$ cat src/rtl/nrf_spi_pkg.sv
// Shared types and constants for the nRF24L01 SPI master.
// State encoding, length limits and nRF command opcodes.
package nrf_spi_pkg;

    localparam int LEN_W   = 6;
    localparam int MAX_LEN = 33;

    localparam logic [7:0] R_REGISTER   = 8'h00;
    localparam logic [7:0] W_REGISTER   = 8'h20;
    localparam logic [7:0] R_RX_PAYLOAD = 8'h61;
    localparam logic [7:0] W_TX_PAYLOAD = 8'hA0;
    localparam logic [7:0] FLUSH_TX     = 8'hE1;
    localparam logic [7:0] FLUSH_RX     = 8'hE2;
    localparam logic [7:0] NOP          = 8'hFF;

    typedef enum logic [2:0] {
        ST_IDLE,
        ST_SETUP,
        ST_SHIFT,
        ST_HOLD,
        ST_GAP
    } state_t;

    function automatic int max3(input int a, input int b, input int c);
        int m;
        m = (a > b) ? a : b;
        return (m > c) ? m : c;
    endfunction

endpackage

$ cat src/rtl/nrf_spi_master_if.sv
// Command-side and SPI-pin bundle of the nRF SPI master.
// Status ports exist only with NRF_STATUS_CAPTURE_EN.
interface nrf_spi_master_if;

    logic                         start;
    logic [nrf_spi_pkg::LEN_W-1:0] len;
    logic [7:0]                   tx_data;
    logic                         tx_load;
    logic [7:0]                   rx_data;
    logic                         rx_valid;
    logic                         busy;
    logic                         done;
    logic                         spi_csn;
    logic                         spi_sck;
    logic                         spi_mosi;
    logic                         spi_miso;
`ifdef NRF_STATUS_CAPTURE_EN
    logic [7:0]                   status;
    logic                         status_valid;
`endif

    modport master (
        input  start, len, tx_data, spi_miso,
`ifdef NRF_STATUS_CAPTURE_EN
        output status, status_valid,
`endif
        output tx_load, rx_data, rx_valid, busy, done,
        output spi_csn, spi_sck, spi_mosi
    );

    modport slave (
        output start, len, tx_data, spi_miso,
`ifdef NRF_STATUS_CAPTURE_EN
        input  status, status_valid,
`endif
        input  tx_load, rx_data, rx_valid, busy, done,
        input  spi_csn, spi_sck, spi_mosi
    );

endinterface

$ cat src/rtl/spi_sck_tick.sv
// SCK phase counter: toggles sck every CLK_DIV enabled cycles.
// rise_tick/fall_tick flag the cycle before sck goes high/low.
module spi_sck_tick #(
    parameter int CLK_DIV = 3
) (
    input  logic clk_50,
    input  logic rst,
    input  logic en,
    input  logic clr,
    output logic rise_tick,
    output logic fall_tick,
    output logic sck
);

    localparam int PH_W = $clog2(CLK_DIV);

    logic [PH_W-1:0] ph;
    logic            term;

    assign term      = en && (ph == PH_W'(CLK_DIV - 1));
    assign rise_tick = term && !sck;
    assign fall_tick = term && sck;

    always_ff @(posedge clk_50) begin
        if (rst || clr) begin
            ph  <= '0;
            sck <= 1'b0;
        end else if (en) begin
            if (term) begin
                ph  <= '0;
                sck <= ~sck;
            end else begin
                ph <= ph + PH_W'(1);
            end
        end
    end

endmodule

$ cat src/rtl/nrf_spi_master.sv
// nRF24L01 SPI mode-0 master; SCK is paced inside the clk_50 domain.
// Define NRF_STATUS_CAPTURE_EN to latch the first RX byte as status.
module nrf_spi_master
    import nrf_spi_pkg::*;
#(
    parameter int CLK_DIV   = 3,
    parameter int CSN_SETUP = 2,
    parameter int CSN_HOLD  = 2,
    parameter int CSN_GAP   = 3
) (
    input logic              clk_50,
    input logic              rst,
    nrf_spi_master_if.master bus
);

    localparam int CSN_W = $clog2(max3(CSN_SETUP, CSN_HOLD, CSN_GAP)) + 1;

    state_t           state;
    logic [CSN_W-1:0] cnt;
    logic [LEN_W-1:0] rem;
    logic [2:0]       bit_cnt;
    logic [7:0]       tx_sr;
    logic [7:0]       rx_sr;
    logic [7:0]       rx_data_q;
    logic             csn_q;
    logic             busy_q;
    logic             done_q;
    logic             rx_valid_q;
    logic             tx_reload;
    logic             accept;
    logic             sck_en;
    logic             rise_tick;
    logic             fall_tick;
    logic             sck;
    logic             byte_end;

    assign accept   = !rst && state == ST_IDLE && bus.start && bus.len != '0;
    assign sck_en   = state == ST_SHIFT;
    assign byte_end = fall_tick && bit_cnt == 3'd7;

    spi_sck_tick #(.CLK_DIV(CLK_DIV)) u_tick (
        .clk_50    (clk_50),
        .rst       (rst),
        .en        (sck_en),
        .clr       (!sck_en),
        .rise_tick (rise_tick),
        .fall_tick (fall_tick),
        .sck       (sck)
    );

    assign bus.tx_load  = accept | tx_reload;
    assign bus.rx_data  = rx_data_q;
    assign bus.rx_valid = rx_valid_q;
    assign bus.busy     = busy_q;
    assign bus.done     = done_q;
    assign bus.spi_csn  = csn_q;
    assign bus.spi_sck  = sck;
    assign bus.spi_mosi = tx_sr[7];

    always_ff @(posedge clk_50) begin
        if (rst) begin
            state      <= ST_IDLE;
            cnt        <= '0;
            rem        <= '0;
            bit_cnt    <= '0;
            tx_sr      <= '0;
            rx_sr      <= '0;
            rx_data_q  <= '0;
            csn_q      <= 1'b1;
            busy_q     <= 1'b0;
            done_q     <= 1'b0;
            rx_valid_q <= 1'b0;
            tx_reload  <= 1'b0;
        end else begin
            rx_valid_q <= 1'b0;
            tx_reload  <= 1'b0;
            done_q     <= 1'b0;
            if (bus.tx_load) tx_sr <= bus.tx_data;
            else if (fall_tick) tx_sr <= {tx_sr[6:0], 1'b0};
            if (rise_tick) rx_sr <= {rx_sr[6:0], bus.spi_miso};
            unique case (state)
                ST_IDLE: begin
                    if (accept) begin
                        state  <= ST_SETUP;
                        rem    <= bus.len;
                        cnt    <= '0;
                        busy_q <= 1'b1;
                        csn_q  <= 1'b0;
                    end
                end
                ST_SETUP: begin
                    if (cnt == CSN_W'(CSN_SETUP - 1)) begin
                        cnt     <= '0;
                        bit_cnt <= '0;
                        state   <= ST_SHIFT;
                    end else begin
                        cnt <= cnt + CSN_W'(1);
                    end
                end
                ST_SHIFT: begin
                    if (fall_tick) bit_cnt <= bit_cnt + 3'd1;
                    if (byte_end) begin
                        rx_valid_q <= 1'b1;
                        rx_data_q  <= rx_sr;
                        // Exit is decided before decrementing so rem never wraps.
                        if (rem == LEN_W'(1)) begin
                            rem   <= '0;
                            cnt   <= '0;
                            state <= ST_HOLD;
                        end else begin
                            rem       <= rem - LEN_W'(1);
                            tx_reload <= 1'b1;
                        end
                    end
                end
                ST_HOLD: begin
                    if (cnt == CSN_W'(CSN_HOLD - 1)) begin
                        cnt   <= '0;
                        csn_q <= 1'b1;
                        state <= ST_GAP;
                    end else begin
                        cnt <= cnt + CSN_W'(1);
                    end
                end
                ST_GAP: begin
                    if (cnt == CSN_W'(CSN_GAP - 1)) begin
                        cnt    <= '0;
                        busy_q <= 1'b0;
                        state  <= ST_IDLE;
                    end else begin
                        cnt    <= cnt + CSN_W'(1);
                        done_q <= (cnt == CSN_W'(CSN_GAP - 2));
                    end
                end
                default: state <= ST_IDLE;
            endcase
        end
    end

`ifdef NRF_STATUS_CAPTURE_EN
    logic       first_q;
    logic [7:0] status_q;
    logic       status_valid_q;

    always_ff @(posedge clk_50) begin
        if (rst) begin
            first_q        <= 1'b0;
            status_q       <= '0;
            status_valid_q <= 1'b0;
        end else begin
            status_valid_q <= 1'b0;
            if (accept) begin
                first_q <= 1'b1;
            end else if (byte_end && first_q) begin
                first_q        <= 1'b0;
                status_q       <= rx_sr;
                status_valid_q <= 1'b1;
            end
        end
    end

    assign bus.status       = status_q;
    assign bus.status_valid = status_valid_q;
`endif

`ifndef SYNTHESIS
    always @(posedge clk_50) begin
        if (accept) begin
            assert (bus.len <= LEN_W'(MAX_LEN))
            else $error("nrf_spi_master: len %0d above %0d", bus.len, MAX_LEN);
        end
    end
`endif

endmodule

$ cat src/flat_wrapper.sv
// flat-port wrapper written by rule: the top's interface ports become plain ports
module nrf_spi_master_flat import nrf_spi_pkg::*;
#(
    parameter int CLK_DIV   = 3,
    parameter int CSN_SETUP = 2,
    parameter int CSN_HOLD  = 2,
    parameter int CSN_GAP   = 3
)
  (clk_50, rst, bus_start, bus_len, bus_tx_data, bus_spi_miso, bus_tx_load, bus_rx_data, bus_rx_valid, bus_busy, bus_done, bus_spi_csn, bus_spi_sck, bus_spi_mosi);
  nrf_spi_master_if bus_i ();
  input logic clk_50;
  input logic rst;
  input wire logic [$bits(bus_i.start)-1:0] bus_start;
  input wire logic [$bits(bus_i.len)-1:0] bus_len;
  input wire logic [$bits(bus_i.tx_data)-1:0] bus_tx_data;
  input wire logic [$bits(bus_i.spi_miso)-1:0] bus_spi_miso;
  output wire logic [$bits(bus_i.tx_load)-1:0] bus_tx_load;
  output wire logic [$bits(bus_i.rx_data)-1:0] bus_rx_data;
  output wire logic [$bits(bus_i.rx_valid)-1:0] bus_rx_valid;
  output wire logic [$bits(bus_i.busy)-1:0] bus_busy;
  output wire logic [$bits(bus_i.done)-1:0] bus_done;
  output wire logic [$bits(bus_i.spi_csn)-1:0] bus_spi_csn;
  output wire logic [$bits(bus_i.spi_sck)-1:0] bus_spi_sck;
  output wire logic [$bits(bus_i.spi_mosi)-1:0] bus_spi_mosi;
  assign bus_i.start = bus_start;
  assign bus_i.len = bus_len;
  assign bus_i.tx_data = bus_tx_data;
  assign bus_i.spi_miso = bus_spi_miso;
  assign bus_tx_load = bus_i.tx_load;
  assign bus_rx_data = bus_i.rx_data;
  assign bus_rx_valid = bus_i.rx_valid;
  assign bus_busy = bus_i.busy;
  assign bus_done = bus_i.done;
  assign bus_spi_csn = bus_i.spi_csn;
  assign bus_spi_sck = bus_i.spi_sck;
  assign bus_spi_mosi = bus_i.spi_mosi;
  nrf_spi_master #(.CLK_DIV(CLK_DIV), .CSN_SETUP(CSN_SETUP), .CSN_HOLD(CSN_HOLD), .CSN_GAP(CSN_GAP)) u_core (.clk_50(clk_50), .rst(rst), .bus(bus_i));
endmodule
$ cat config.mk
export PLATFORM = sky130hd
export DESIGN_NAME = nrf_spi_master_flat
export DESIGN_NICKNAME = d
export VERILOG_FILES = /design/src/rtl/nrf_spi_pkg.sv /design/src/rtl/nrf_spi_master_if.sv /design/src/rtl/spi_sck_tick.sv /design/src/rtl/nrf_spi_master.sv /design/src/flat_wrapper.sv
export SDC_FILE = /design/constraint.sdc
export NUM_CORES = 1
export LEC_CHECK = 0
export CORE_ASPECT_RATIO = 0.7
export CORE_MARGIN = 5
export CORE_UTILIZATION = 45
export CTS_BUF_LIST = sky130_fd_sc_hd__clkbuf_4
export DETAILED_ROUTE_END_ITERATION = 12
export GPL_ROUTABILITY_DRIVEN = 1
export GPL_TIMING_DRIVEN = 0
export PLACE_DENSITY = 0.78
export SETUP_SLACK_MARGIN = 0.02
export SLEW_MARGIN = 20
export SYNTH_ARGS = -nofsm -noshare
export SYNTH_HDL_FRONTEND = slang
export SYNTH_SLANG_ARGS = --single-unit
$ cat constraint.sdc
create_clock -name clk_50 -period 2.1 [get_ports clk_50]
set_input_delay 0.315 -clock clk_50 [delete_from_list [all_inputs] [get_ports clk_50]]
set_output_delay 0.315 -clock clk_50 [all_outputs]
set_load 0.02 [all_outputs]
==> out/summary.md, run 1 <==
In the synthesized netlist the dominant register cell turns out to be dfxtp_1. The area of the core region came out at 4730 um2. Across all layers, the routed design uses 1943 vias. After layout, the minimum clock period comes to 2.04 ns. The smallest setup slack after layout is 0.0553 ns, and the async set-reset flop share out of synthesis is 0. Summing all non-filler instances in the final layout gives an area of 2670 um2. The layout overhead on the synthesized area was 22.8%. Traced cell by cell, the critical path runs through dlygate4sd2_1, or4_4, o211a_4, nor2_8, inv_2, buf_6. On the final layout, the worst hold slack is 0.437 ns. The tools report the via count of the first global-routing pass as 1804. The worst min-delay path class was in -> reg. The number of inserted filler cells in the final layout was 452; the chip height was 68.2 um. Row count: 21.

Port buffering added 32 buffers. The run gives 0 as the total DRC errors in the routed layout. The count of antenna diodes in the layout is 0. In this run the worst path has a maximum fanout of 2. In this run the number of H-tree levels came out at 2. For this block, the routed nets add up to 5.02 mm of wire.

The flow ran to the end, and the final reports show no timing, DRC or antenna violations. Average footprint of a synthesized cell: 8.57 um2. The share of Yosys cell area claimed by the top area cell type was 0.432. Measured along the x axis, the die boundary spans 93.1 um. In the final design database the tool counted 319 nets. The boundary pin count is 33.

The clock passes through at most 2 buffers. The cell type of the slowest stage on the worst timing path was or4_4. The final routed wire length divided by cell count was 14.1 um; the number of violations of the max-capacitance limit was 0.

The adder-cell share of the synthesized area was 0.0230; the final-report setup violation count was 0. After synthesis the netlist holds a flip-flop and latch count of 47. Timing would allow up to 489 MHz.

CTS placed an instance of clkbuf_4 at the clock tree root. For the final count of hold timing violations, the log shows 0. Distinct cell type count of the synthesized netlist: 49. For this block, the initial DRC count from the detailed router was 128.

In this run, synthesis inferred 0 flip-flops with an integrated enable. The biggest cell delay along the critical path was 0.56 ns; the share of layout cells above drive strength 1 was 0.101. The tools report the final core area utilization as 0.565.

The cell area after technology mapping came out at 2180 um2. The compound-cell area share of the yosys netlist was 0.165; the largest net degree at the start of global routing was 17. The number of antenna violations at the first check in global routing is 0, and the number of buffers inserted by hold repair at cts is 0. The clock reaches the later pin of the worst-skew pair after 0.38 ns.

The tools report the die area as 6350 um2. The transition time at the pin with the least slew margin is 0.578 ns, and the number of clock sinks is 47. The simple-gate share of the synthesized area is 0.275. TritonCTS built the clock tree.

The pre-CTS worst setup slack is -0.608 ns. The first global-routing pass estimated 8.64 mm of wire. The dominant combinational cell family by area after synthesis is simple AND/OR/NAND/NOR gates. Using the TritonRoute via totals, the vias-per-cell ratio works out to 5.47. For the combined global-route utilization of all metal layers, the log shows 0.173.

The remaining antenna violation count after routing was 0; the global placement routability congestion was 0.888. The tools report the nature of the critical path endpoint as an output pin. Number of optimization iterations in the first detailed-route pass: 4.

The effective utilization at floorplan is 0.460, and the multiplexer share of the synthesized area is 0.0420. The number of max-slew violations in the final report is 0. Global routing finished with a remaining overflow of 0. The tools report the startpoint class of the critical path as an input port. By area the synthesized netlist is led by dfxtp_1, nand2_1, nor2_1, mux2i_1, a21oi_1. The tools report the sequential share of the synthesized area as 0.432. Data arrives at the worst endpoint at 1.73 ns. The clock-pin transition on the worst setup and hold timing paths came out at 0.14 ns. The xor and xnor fraction of the mapped netlist area was 0.0201. The worst slew slack as a fraction of its limit was 0.615; the number of buffers inserted during clock tree synthesis was 5. Synthesized net count: 276.

For the standard cell area after detailed placement, the log shows 2570 um2. The total power per unit cell area came out at 715 nW/um2. Across the VDD grid, the largest voltage drop is 0.000377 V.

The run gives 3.53 mm as the detailed-placement wirelength estimate. By startpoint and endpoint, the worst setup path is classified as in -> out. For the final database, setup skew stands at 0.0115 ns.

Data on the critical path is required at its endpoint by 1.78 ns. The biggest area contributor in the post-synthesis netlist is dfxtp_1. The share of the clock period used by the worst path after layout is 0.974, and the leakage component of the power is 0.00103 uW.

After technology mapping, the gate count stands at 254. Setup repair after global routing could not meet its margin everywhere. The yosys synthesis warning count is 0.
[worst paths after layout]
kind	to	startpoint	slack, ns	depth (start not counted)
max	bus_tx_load	bus_len[4]	0.06	6
min reg2reg	u_core.bus.rx_data[0]	u_core.bus.rx_data[0]	0.47	2
max reg2reg	u_core.rx_sr[4]	u_core.state[1]	0.14	6
min	u_core.rem[3]	bus_len[3]	0.44	5
[final cells by class]
class                      count  area (um2)  area share
multi-input combinational    187        1160       0.434
sequential                    47         941       0.352
timing repair buffer          36         347       0.130
buffer                        15        73.8      0.0276
tap                           57        71.3      0.0267
clock buffer                   5        37.5      0.0140
clock inverter                 3        22.5     0.00843
inverter                       5        18.8     0.00702
[stage by stage]
stage | cells | setup TNS, ns | total power [uW]
after floorplan | 254 | 0 | 1310
final | 355 | 0 | 1910
after detailed placement | 343 | -2.91 | 1440
after global placement | 343 | -2.94 | 1430
after global routing | 355 | 0 | 2010
after CTS | 354 | 0 | 1910
[worst max-delay path, delay by kind of cell]
kind            cells  cell delay, ns
simple gates        2            0.68
buf+inv             3            0.43
compound gates      1            0.30
[timing repair]
item	4_1_cts	5_1_grt
setup buffers	3	1
hold endpoints to repair	0	0
endpoints found under the setup margin	1	16
pin swaps	4	2
gates resized for setup	12	5
cloned	0	0
[state kept, by name (all words and copies together), names as in the netlist]
| signal | flops |
|---|---|
| u_core.bus.spi_csn | 1 |
| u_core.bus.done | 1 |
| u_core.u_tick.sck | 1 |
| u_core.rem | 6 |
| u_core.tx_reload | 1 |
| u_core.bus.rx_valid | 1 |
| u_core.u_tick.ph | 2 |
| u_core.bus.busy | 1 |
| u_core.tx_sr | 8 |
| u_core.state | 3 |
| u_core.cnt | 3 |
| u_core.rx_sr | 8 |
| u_core.bit_cnt | 3 |
| u_core.bus.rx_data | 8 |
[power by group]
group	switching, uW	internal, uW
clock network	322	138
logic	257	210
registers	40.1	944
[cell usage in the layout (no fill, tap or decap), types with 7 or more instances in the layout]
cell type	instances
nor2_1	34
a311oi_1	7
clkbuf_1	10
a21oi_1	14
mux2i_1	8
o21ai_0	9
clkdlybuf4s50_1	27
dfxtp_1	47
nor3_1	7
nand2_1	42
[cells in the mapped netlist (all sizes together) (3+ instances only)]
| master | number |
|---|---|
| or4 | 3 |
| inv | 5 |
| nor3b | 5 |
| nor2b | 5 |
| o21ai | 9 |
| a311oi | 7 |
| ha | 4 |
| nor3 | 7 |
| a21oi | 14 |
| nand2 | 42 |
| mux2i | 8 |
| a211oi | 3 |
| clkbuf | 11 |
| buf | 4 |
| dfxtp | 47 |
| xor2 | 3 |
| nand3b | 3 |
| a221oi | 4 |
| nor2 | 37 |
[logic make-up after synthesis]
| family | count (synthesis) |
|---|---|
| mux | 9 |
| fa+ha+maj | 4 |
| flops | 47 |
| buf+inv | 20 |
| compound gates | 52 |
| xor+xnor | 5 |
| simple gates | 117 |
[layer usage]
layer / part of all wire / GRT usage
met1: 0.50 / 0.246
met2: 0.41 / 0.256
met3: 0.068 / 0.0418
met4: 0.013 / 0.0585
met5: 0 / 0
Power figures use the tool's default switching activity.
==> run 2, diff against run 1 <==
--- a/config.mk
+++ b/config.mk
@@ -14,6 +14,7 @@
 export GPL_TIMING_DRIVEN = 0
 export PLACE_DENSITY = 0.78
 export SETUP_SLACK_MARGIN = 0.02
+export SKIP_CTS_REPAIR_TIMING = 1
 export SLEW_MARGIN = 20
 export SYNTH_ARGS = -nofsm -noshare
 export SYNTH_HDL_FRONTEND = slang
==> out/summary.md, run 2 (same netlist as run 1, synthesis figures left out) <==
Summed over all nets, wire length on met3 after detailed routing comes to 337 um. The die area was 6350 um2; the number of optimization iterations in the first detailed-route pass was 4. In this run the number of H-tree levels came out at 2. For this run, the post-layout net count is 319.

The largest clock skew in the final design is 0.00764 ns. The detailed router placed 1968 vias in this run. The first global-routing pass estimated 8.50 mm of wire. In this run the standard cell core region covers 4730 um2. The detailed-placement wirelength estimate came out at 3.53 mm. The flow ran to the end, and the final reports show no timing, DRC or antenna violations. For the post-route non-filler standard cell count, the log shows 355. Row generation in the floorplan step produced 21 rows.

The total overflow left after global routing is 0. Worst slew slack as a fraction of its limit: 0.611. The share of power burned in the clock network was 0.242.

The total power per unit cell area is 711 nW/um2, and the share of layout cells above drive strength 1 is 0.0973. On the final layout, the worst hold slack is 0.327 ns. Along the worst path, the maximum fanout reaches 10.

Dividing the detail-routed via count by the number of cells gives 5.54. In the layout the commonest cells are dfxtp_1, nand2_1, nor2_1, clkdlybuf4s50_1, a21oi_1. Number of buffers added on ports: 32.

The logs give 5 for the number of buffers inserted during clock tree synthesis and 47 for the number of clock sinks. The smallest setup slack after layout is 0.0681 ns, and the peak supply drop is 0.000380 V. 33 I/O pins were placed. For the sequential cell fraction of total power, the log shows 0.515. The library cell used most frequently in the layout, excluding fill and tap cells, is dfxtp_1.

The number of antenna diodes in the final layout is 0. For hold timing, the worst endpoint is u_core.rem[3]. The endpoint of the worst-slack reg-to-reg timing path was u_core.rx_sr[7]. The logs give 2.54 mm for the met1 wire length and 343 for the number of placed instances with taps included.

Internal power comes to 1290 uW. For the final routed database, the setup TNS stands at 0 ns. At the worst endpoint, the required time is 1.78 ns. The run gives 446 as the number of inserted filler cells in the final layout. The switching power share of the total is 0.324, and the upper clock frequency limit is 492 MHz. Across the run, the number of max-cap violations was 0. STA classifies the critical path endpoint as an output pin. Measured along the x axis, the die boundary spans 93.1 um. The chip height is 68.2 um, and the count of cells along the worst hold path is 5.

For the worst setup path, the data arrival time is 1.72 ns. The via count of the first global-routing pass came out at 1781. Startpoint of the lowest-slack hold path: bus_len[3]. The path class of the tightest hold or removal check is in -> reg. The tools report the reg-to-reg setup timing slack as 0.13 ns.

Timing analysis after detailed placement gives a worst setup slack of -0.608 ns. The leakage component of the power is 0.00106 uW. Remaining antenna violation count after routing: 0. The clock-pin transition on the worst setup and hold timing paths works out to 0.15 ns. Setup violations remaining at the end of the flow were counted as 0.

The logs give 2 for the maximum root-to-sink buffer count and 0.888 for the global placement routability congestion. The multi-input combinational cells in the finished layout cover a total of 1170 um2. Registers take 941 um2. The tools report the number of max-slew violations in the final report as 0. The cell sitting at the root of the clock tree is a clkbuf_4. The worst register-to-register path begins at u_core.state[1]. In the routed design, unresolved DRC markers number 0. The share of the clock period used by the worst path after layout was 0.968; the effective utilization at floorplan was 0.460. Entering global routing, the biggest net connects 17 pins. The final count of hold timing violations is 0. The combined global-route utilization of all metal layers was 0.169; the total wirelength of the detailed-routed design was 5.01 mm.

Setup repair after global routing could not meet its margin everywhere. TritonCTS built the clock tree. The clock latency reported for the late side of the worst-skew pair was 0.38 ns; the combinational fraction of design power was 0.243.

For the pin with the worst max-slew slack, the measured transition is 0.584 ns. For the initial detailed-routing violation count, the log shows 130. The startpoint class of the critical path is a flip-flop.

Layout overhead on the synthesized area: 23.6%. In this run the top signal layer used is met4. The tools report the number of antenna violations at the first check in global routing as 0. The length of routed met2 wiring was 2.07 mm; the final routed wire length divided by cell count was 14.1 um.

The critical path is of the reg -> out type. The smallest clock period supported by the final layout is computed as 2.03 ns. Measured in cells, the most critical reg-to-reg path has a length of 6. The tools report the net switching component of the power as 621 uW.
-- run 2: cell count changes in the layout (fill, tap and decap cells not counted) --
cell / change
buf_6: -1
dlygate4sd2_1: -4
nor3b_2: -1
nor3b_4: +1
dlymetal6s2s_1: +4
inv_2: -1
buf_4: +1
inv_1: +1
-- run 2: layout make-up --
type,instances,share of cell area
buffer,15,0.0274
clock buffer,5,0.0140
clock inverter,3,0.00837
inverter,5,0.00698
multi-input combinational,187,0.434
sequential,47,0.350
tap,57,0.0265
timing repair buffer,36,0.133
-- run 2: worst max path at each step --
stage          cells after the start             from              end  slack (ns)
2_1_floorplan                      7  u_core.state[0]  u_core.rx_sr[0]        0.35
3_3_place_gp                       6       bus_len[4]      bus_tx_load       -0.62
3_5_place_dp                       6       bus_len[4]      bus_tx_load       -0.61
4_1_cts                            6       bus_len[4]      bus_tx_load       -0.62
5_1_grt                            6  u_core.state[2]      bus_tx_load       -0.03
6_report                           6  u_core.state[2]      bus_tx_load        0.07
-- run 2: worst max-delay path, stage by stage, from the launching register on --
cell     delay, ns
dfxtp_1       0.34
buf_2         0.18
nor4_4        0.29
o211a_4       0.26
nor2_8        0.05
inv_1         0.07
buf_4         0.14
-- run 2: metrics by stage --
stage               utilization  instance area (um2)  total power (uW)
finish                    0.569                 2690              1910
floorplan                     -                 2180              1310
CTS                       0.556                 2630              1890
detailed placement        0.543                 2570              1440
global route              0.569                 2690              2010
global placement          0.543                 2570              1430
-- run 2: power groups by stage --
| stage | combinational (uW) | sequential [uW] | clock [uW] |
|---|---|---|---|
| final | 466 | 985 | 463 |
| after detailed placement | 439 | 1000 | 0 |
| after floorplan | 307 | 1000 | 0 |
| after global placement | 431 | 999 | 0 |
| after CTS | 442 | 981 | 472 |
| after global routing | 516 | 993 | 504 |
-- run 2: per-layer routing --
metal / track usage / up-vias
met2: 0.245 / 58
met4: 0.0585 / 0
met3: 0.0407 / 8
met5: 0 / -
li1: - / 981
met1: 0.244 / 921
==> run 3, diff against run 2 <==
--- a/config.mk
+++ b/config.mk
@@ -6,7 +6,6 @@
 export NUM_CORES = 1
 export LEC_CHECK = 0
 export CORE_ASPECT_RATIO = 0.7
-export CORE_MARGIN = 5
 export CORE_UTILIZATION = 45
 export CTS_BUF_LIST = sky130_fd_sc_hd__clkbuf_4
 export DETAILED_ROUTE_END_ITERATION = 12
==> out/summary.md, run 3 (same netlist as run 1, synthesis figures left out) <==
The flow ran to the end, and the final reports show no timing, DRC or antenna violations. In this run the critical register-to-register path is captured at u_core.rx_sr[3]. Subtracting the final worst setup slack from the clock period gives 2.04 ns.

The capture point of the worst path was bus_tx_load. Worst min-delay path class: in -> reg. The number of antenna violations at the first check in global routing is 0.

The die is 85.1 um wide. The worst setup path is launched from a flip-flop. The global routing met3 resource utilization is 0.0566, and the biggest cell delay along the critical path is 0.33 ns.

Relative to the synthesized area, the layout overhead comes to 23.7%. The number of inserted filler cells in the final layout came out at 395. The number of optimization iterations in the first detailed-route pass is 4, and the upper clock frequency limit is 491 MHz. Via count of the first global-routing pass: 1690.

The HPWL after detailed placement is 3.33 mm. In this run the number of H-tree levels came out at 2. The worst-case IR drop observed on VDD is 0.000310 V. The run gives 0.16 ns as the reg-to-reg setup timing slack. The number of nets in the final layout is 317. The beginning of the critical path is u_core.state[2]. In this run, CTS created clock tree buffers numbering 5.

The global placement routability congestion was 0.851; the final global-route overflow total was 0. The transition time at the pin with the least slew margin came out at 0.583 ns. Counting cells, the worst reg-to-reg path comes to 6. The worst reg2reg path startpoint was u_core.state[1]. The combined global-route utilization of all metal layers was 0.200; the chip height was 60.2 um.

Across all layers, the routed design uses 1939 vias. The first global-routing pass estimated 7.83 mm of wire. The analysis attributes to cell leakage a power of 0.00106 uW.

Leaving out fill and tap cells, the most frequent cell in the layout is dfxtp_1. Share of the clock period used by the worst path after layout: 0.970. For the clock latency reported for the late side of the worst-skew pair, the log shows 0.38 ns. At the worst endpoint, the arrival time is 1.72 ns. The logs give 20 for the row count and 2 for the maximum root-to-sink buffer count. The initial detailed-routing violation count is 85, and the routing usage on met1 is 0.278. Effective utilization at floorplan: 0.486. The total DRC errors in the routed layout is 0, and the clock-pin transition on the worst setup and hold timing paths is 0.15 ns. The area of the core region is 4480 um2. In the layout the commonest cells are dfxtp_1, nand2_1, nor2_1, clkdlybuf4s50_1, a21oi_1.

Cell type of the slowest stage on the worst timing path: dfxtp_1. The met2 track demand over resource in global routing came out at 0.305. The final core area utilization was 0.601. TritonCTS built the clock tree. Setup repair after global routing could not meet its margin everywhere. The critical path is of the reg -> out type.

The tools report the count of antenna diodes in the layout as 0. Setup violations remaining at the end of the flow were counted as 0. The largest clock skew in the final design is 0.00988 ns, and the final count of hold timing violations is 0. Across the run, the number of max-cap violations was 0.

The number of clock sinks was 47; the die area was 5120 um2. STA classifies the critical path endpoint as an output pin. The number of max-slew violations in the final report is 0. In this run the most used layer during global routing was met2.

Traced cell by cell, the critical path runs through buf_2, nor4_4, o211a_4, nor2_8, inv_1, buf_4. 33 I/O pins were placed. The total wirelength of the detailed-routed design came out at 4.84 mm. Clock tree synthesis selected as its root buffer the cell clkbuf_4.

The worst hold slack is 0.335 ns. The endpoint required time on the critical path was 1.78 ns. Dividing the detail-routed wire length by the instance count gives 13.8 um. The ratio of routed vias to standard cells works out to 5.52. Once detail routing completed, the nets flagged for antenna violations numbered 0. Largest fanout of any net on the critical path: 10. The worst slew slack as a fraction of its limit came out at 0.612.

The number of buffers added on ports works out to 32. The largest net degree at the start of global routing came out at 17. The share of layout cells above drive strength 1 works out to 0.0946. In this run the power density over the cells is 749 nW/um2.
==> run 3: cell count changes in the layout (fill, tap and decap cells not counted), sizes merged <==
cell and change:
bufinv +1, buf -2, inv -1
==> run 3: metrics by stage <==
stage               power (uW)  instance area, um2  cells  setup WS [ns]  setup TNS [ns]
global placement          1430                2560    341         -0.532           -2.25
detailed placement        1440                2560    341         -0.551           -2.66
global route              2120                2690    351        -0.0103         -0.0103
CTS                       2010                2650    349         -0.560          -0.560
finish                    2020                2690    351         0.0639               0
floorplan                 1310                2180    254          0.350               0
==> run 3: worst max-delay path, delay by kind of cell (launching register included) <==
family                 cells  cell delay, ns
DFF                        1            0.33
AOI/OAI and AO/OA          1            0.27
buffers and inverters      3            0.39
and+or+nand+nor            2            0.35
==> run 3: area by class of cell <==
| cell class | count | area, um2 | share of cell area |
|---|---|---|---|
| multi-input cells | 187 | 1160 | 0.431 |
| inverters | 5 | 18.8 | 0.00697 |
| repair buffers | 34 | 343 | 0.127 |
| clock buffers | 5 | 37.5 | 0.0139 |
| well taps | 55 | 68.8 | 0.0256 |
| plain buffers | 15 | 75.1 | 0.0279 |
| flip-flops and latches | 47 | 941 | 0.349 |
| clock inverters | 3 | 47.5 | 0.0177 |
==> run 3: how the worst min path moves through the flow <==
stage | startpoint | to | slack, ns | cells past startpoint
2_1_floorplan | u_core.rx_sr[7] | u_core.bus.rx_data[7] | 0.43 | 2
6_report | bus_len[4] | u_core.rem[4] | 0.33 | 3
3_5_place_dp | u_core.bus.rx_data[5] | u_core.bus.rx_data[5] | 0.45 | 2
3_3_place_gp | u_core.rx_sr[7] | u_core.bus.rx_data[7] | 0.45 | 2
4_1_cts | u_core.bus.rx_data[5] | u_core.bus.rx_data[5] | 0.47 | 2
5_1_grt | bus_len[1] | u_core.rem[1] | 0.35 | 5
==> run 3: report_power, final <==
| group | total, uW | internal (uW) | switching (uW) |
|---|---|---|---|
| clock network | 574 | 257 | 317 |
| logic | 459 | 208 | 251 |
| registers | 983 | 944 | 38.5 |
| total | 2020 | 1410 | 606 |
==> run 3: per-layer routing <==
layer / part of all wire / wire length, um
met2: 0.41 / 1970
met4: 0.0099 / 48
met3: 0.073 / 352
met5: 0 / 0
met1: 0.51 / 2470
